`config.mk`:
```
export PLATFORM = sky130hd
export DESIGN_NAME = mu0_control
export DESIGN_NICKNAME = d
export VERILOG_FILES = /design/src/rtl/mu0_control.sv
export SDC_FILE = /design/constraint.sdc
export NUM_CORES = 1
export LEC_CHECK = 0
export CORE_AREA = 5 5 42 44
export DETAILED_ROUTE_END_ITERATION = 12
export DIE_AREA = 0 0 47 49
export HOLD_SLACK_MARGIN = 0.1
export SKIP_CTS_REPAIR_TIMING = 1
export SLEW_MARGIN = 10
export SYNTH_ARGS = -nofsm -noshare
export SYNTH_HDL_FRONTEND = slang
export SYNTH_SLANG_ARGS = --single-unit
export TNS_END_PERCENT = 50
```
`constraint.sdc`:
```
create_clock -name Clk -period 3.3 [get_ports Clk]
set_clock_uncertainty 0.15 [all_clocks]
set_input_delay 0.99 -clock Clk [delete_from_list [all_inputs] [get_ports Clk]]
set_output_delay 0.99 -clock Clk [all_outputs]
set_load 0.005 [all_outputs]
```
`src/rtl/mu0_control.sv`:
```
// ---------------------------------------------------------------------------
// mu0_control
// Fetch/execute control FSM for the MU0 16-bit processor. Drives the datapath
// mux selects, ALU function code, register clock enables and memory request,
// and decodes the opcode F = IR[15:12] fed back from the datapath.
//
// Parameters
//   WAIT_STATES  extra cycles added to every memory access (0..15)
//
// Ports
//   Clk     in   system clock, rising edge
//   Reset   in   synchronous, active-high reset
//   F       in   opcode IR[15:12], valid during EXECUTE
//   N, Z    in   ACC negative / zero flags
//   X_sel   out  address mux: 0 = PC, 1 = IR[11:0]
//   Y_sel   out  ALU A mux: 0 = ACC, 1 = PC
//   B_sel   out  ALU B mux: 0 = memory data, 1 = {4'h0, IR[11:0]}
//   ALU_fs  out  00 = B, 01 = A+B, 10 = A-B, 11 = A+1
//   ACC_ce, PC_ce, IR_ce  out  register load enables
//   ACC_oe  out  ACC drives memory write data
//   MEMrq   out  memory request
//   RnW     out  1 = read, 0 = write
//   Fetch   out  high in FETCH state
//   Halted  out  high in HALTED state
// ---------------------------------------------------------------------------
module mu0_control #(
    parameter int unsigned WAIT_STATES = 0
) (
    input  logic       Clk,
    input  logic       Reset,
    input  logic [3:0] F,
    input  logic       N,
    input  logic       Z,
    output logic       X_sel,
    output logic       Y_sel,
    output logic       B_sel,
    output logic [1:0] ALU_fs,
    output logic       ACC_ce,
    output logic       PC_ce,
    output logic       IR_ce,
    output logic       ACC_oe,
    output logic       MEMrq,
    output logic       RnW,
    output logic       Fetch,
    output logic       Halted
);

    typedef enum logic [1:0] {
        FETCH,
        EXECUTE,
        HALTED
    } state_t;

    localparam logic [3:0] WS = 4'(WAIT_STATES);

    state_t     state, state_nx;
    logic [3:0] wcnt, wcnt_nx;
    logic       last;
    logic       mem_op;

    always_ff @(posedge Clk) begin
        if (Reset) begin
            state <= FETCH;
            wcnt  <= '0;
        end else begin
            state <= state_nx;
            wcnt  <= wcnt_nx;
        end
    end

    always_comb begin
        X_sel    = 1'b0;
        Y_sel    = 1'b0;
        B_sel    = 1'b0;
        ALU_fs   = 2'b00;
        ACC_ce   = 1'b0;
        PC_ce    = 1'b0;
        IR_ce    = 1'b0;
        ACC_oe   = 1'b0;
        MEMrq    = 1'b0;
        RnW      = 1'b1;
        Fetch    = 1'b0;
        Halted   = 1'b0;
        state_nx = state;
        // wcnt clears unless an access is still in progress
        wcnt_nx  = '0;
        last     = (wcnt == WS);
        mem_op   = 1'b0;

        // Reset masks every output so an aborted access fires no enable
        if (!Reset) begin
            case (state)
                FETCH: begin
                    Fetch  = 1'b1;
                    MEMrq  = 1'b1;
                    Y_sel  = 1'b1;
                    ALU_fs = 2'b11;
                    if (last) begin
                        IR_ce    = 1'b1;
                        PC_ce    = 1'b1;
                        state_nx = EXECUTE;
                    end else begin
                        wcnt_nx = wcnt + 4'd1;
                    end
                end

                EXECUTE: begin
                    state_nx = FETCH;
                    case (F)
                        4'h0: begin
                            X_sel  = 1'b1;
                            MEMrq  = 1'b1;
                            ACC_ce = last;
                            mem_op = 1'b1;
                        end
                        4'h1: begin
                            X_sel  = 1'b1;
                            MEMrq  = 1'b1;
                            RnW    = 1'b0;
                            ACC_oe = 1'b1;
                            mem_op = 1'b1;
                        end
                        4'h2: begin
                            X_sel  = 1'b1;
                            MEMrq  = 1'b1;
                            ALU_fs = 2'b01;
                            ACC_ce = last;
                            mem_op = 1'b1;
                        end
                        4'h3: begin
                            X_sel  = 1'b1;
                            MEMrq  = 1'b1;
                            ALU_fs = 2'b10;
                            ACC_ce = last;
                            mem_op = 1'b1;
                        end
                        4'h4: begin
                            B_sel = 1'b1;
                            PC_ce = 1'b1;
                        end
                        4'h5: begin
                            if (!N) begin
                                B_sel = 1'b1;
                                PC_ce = 1'b1;
                            end
                        end
                        4'h6: begin
                            if (!Z) begin
                                B_sel = 1'b1;
                                PC_ce = 1'b1;
                            end
                        end
                        4'h7: state_nx = HALTED;
                        default: ;
                    endcase
                    // Only memory ops stretch over wait states; others finish at once
                    if (mem_op && !last) begin
                        state_nx = EXECUTE;
                        wcnt_nx  = wcnt + 4'd1;
                    end
                end

                HALTED: Halted = 1'b1;

                default: state_nx = FETCH;
            endcase
        end
    end

endmodule
```
==> reports/metrics.yaml <==
synthesis:
  yosysSeqAreaShare_pct: 32.3
  synth_common_cells: "dfxtp_1, nor2_1, inv_1, nand3_1"
  syn_nets: 58
  syn_area_um2: 372
  netlist-cell-type-count: 22
  ys.flop_type: "dfxtp_1"
  netlist_instances: 48
  async_flop_share_pct: 0
  yosysTopAreaCell: "dfxtp_1"
  ys_warn_count: 0
  synth_edf_count: 0
  avgSynthCellArea_um2: 7.74
  synth_area_leaders: "dfxtp_1, ha_1, nor2_1, nand3_1, and2_1"
  yosys_register_bits: 6
  synth.top_cell.area_share_pct: 32.3
sta:
  tightest_slew_ps: 324
  fmax_ghz: 0.305
  finalCriticalPeriod_ps: 3280
  finalMaxSlewViolations: 0
  setup_viol: 0
  setup_ws_ps: 22.7
  max-slew-margin-rel_pct: 78.4
  hold_violations: 0
  post-route-period-util_pct: 99.3
place:
  io_buffers: 20
  pre_cts_slack_ps: -331
  dpl.cell_count: 87
  place_congestion: 0.774
  post_dp_cell_area_um2: 614
  dp_hpwl_um: 804
clock_network:
  clk_root_buffer_cell: "clkbuf_4"
  clock-sinks: 6
  cts_buffers: 3
  clkSlewWorstSetupHoldPaths_ps: 40
  clk_path_buf_depth: 2
  tritoncts: "done"
  insertion_delay_ps: 240
  cts_htree_levels: 1
floorplan:
  initial_utilization_pct: 26.5
  die-area_mm2: 0.00230
  core_mm2: 0.00140
  die_h_um: 49
  ios: 21
  die_w_um: 47
  rows: 14
power:
  power.density_mw_per_mm2: 267
  vdd_drop_max_mv: 0.146
  p_clk_share_pct: 35.6
  power_leakage_nw: 0.416
  p_sw_share_pct: 23.5
  p_switching_mw: 0.0436
  internal-power_mw: 0.142
  pwr-share-seq_pct: 40.9
  pwr-share-comb_pct: 23.5
global_route:
  grt_max_degree: 8
  grt_pass1_wl_mm: 1.58
  grt-ovfl-total: 0
  grt_pass1_vias: 381
  grt_use_total_pct: 9.73
  antenna_found_initial: 0
route:
  routedWlPerCell_um: 12.0
  drc: 0
  ant_nets: 0
  wirelength_mm: 1.09
  post_drt_via_cell_ratio: 4.64
  num_vias: 422
  drtPass1Iterations: 4
  drt_iter0_markers: 4
final_layout:
  post-route-cell-area_um2: 694
  final_util_pct: 49.6
  area_growth_pct: 86.9
  nets: 87
  drive_gt1_share_pct: 20.0
  stdcell_count: 91
  diodes: 0
critical_path:
  cp.required_ps: 2160
  cp_slowest_cell: "clkdlybuf4s50_1"
  critPathKind: "input pin to primary output"
  crit_path_end_kind: "primary output"
  path_max_fanout: 3
  start_kind: "input pin"
  arrival_ps: 2140
  crit_family: "buffers and inverters"
  crit_buf_inv: 4
  path_cells: "dlymetal6s2s_1 -> nor2_2 -> nand3_2 -> inv_2 -> buf_4 -> clkdlybuf4s50_1"
  rrSetupSlack_ps: 1870
  crit_path_max_incr_delay_ps: 490
run_status:
  status: "finished clean"
job:
  max_cap_violations: 0
worst_hold_path:
  hold_class: "flip-flop to flip-flop"
==> power groups by stage <==
stage	logic, mW	clock network [mW]	registers, mW
CTS	0.0432	0.0700	0.0756
detailed placement	0.0429	0	0.0768
global placement	0.0431	0	0.0769
floorplan	0.0131	0	0.0764
finish	0.0437	0.0660	0.0759
global route	0.0481	0.0741	0.0761
==> kinds of logic (layout without fill, tap and decap cells) <==
family | after synthesis | in the layout | share of synthesized area (%)
simple gates | 26 | 26 | 38.7
flops | 6 | 6 | 32.3
xor+xnor | 2 | 2 | 4.71
fa+ha+maj | 2 | 2 | 6.73
buf+inv | 5 | 32 | 6.06
compound gates | 7 | 7 | 11.4
==> cell usage in the layout (no fill, tap or decap), types with 2 or more instances in the layout <==
| cell | n |
|---|---|
| inv_1 | 3 |
| buf_4 | 5 |
| xnor2_1 | 2 |
| clkbuf_4 | 3 |
| and2_1 | 3 |
| nand2_1 | 3 |
| dfxtp_1 | 6 |
| nand3_1 | 3 |
| clkdlybuf4s50_1 | 8 |
| ha_1 | 2 |
| o21ai_1 | 2 |
| nor3b_1 | 2 |
| nor2_2 | 2 |
| nor2_1 | 5 |
| dlymetal6s2s_1 | 12 |
==> area by class of cell <==
class | count | area, µm²
Sequential cell | 6 | 120
Clock buffer | 3 | 22.5
Fill cell | 148 | 707
Multi-Input combinational cell | 37 | 249
Tap cell | 16 | 20.0
Timing Repair Buffer | 25 | 268
Inverter | 4 | 15.0
==> flip-flops by register name (all words and copies together) (netlist names) <==
signal	cells
wcnt	4
state	2
==> routing by layer <==
metal	vias to the layer above	part of all wire (%)	wire, µm	track usage, %
met2	17	50	546	13.6
met3	0	11	118	8.12
li1	218	-	-	-
met1	187	39	424	11.0
met4	0	0	0	2.76
met5	-	0	0	0
==> final timing paths <==
check	cells past startpoint	end	startpoint
hold reg to reg	1	wcnt[0]	wcnt[0]
hold / removal	1	wcnt[0]	wcnt[0]
setup / recovery	6	X_sel	F[2]
setup reg to reg	6	state[0]	wcnt[0]
==> stage by stage <==
stage                     power, mW  TNS (ps)  hold WS [ps]
after global routing          0.198     -78.6           358
final                         0.186         0           316
after CTS                     0.189     -3050           320
after global placement        0.120     -3050           305
after detailed placement      0.120     -2970           310
after floorplan              0.0894         0           280
Note: power is estimated with default switching activity, not from simulation.
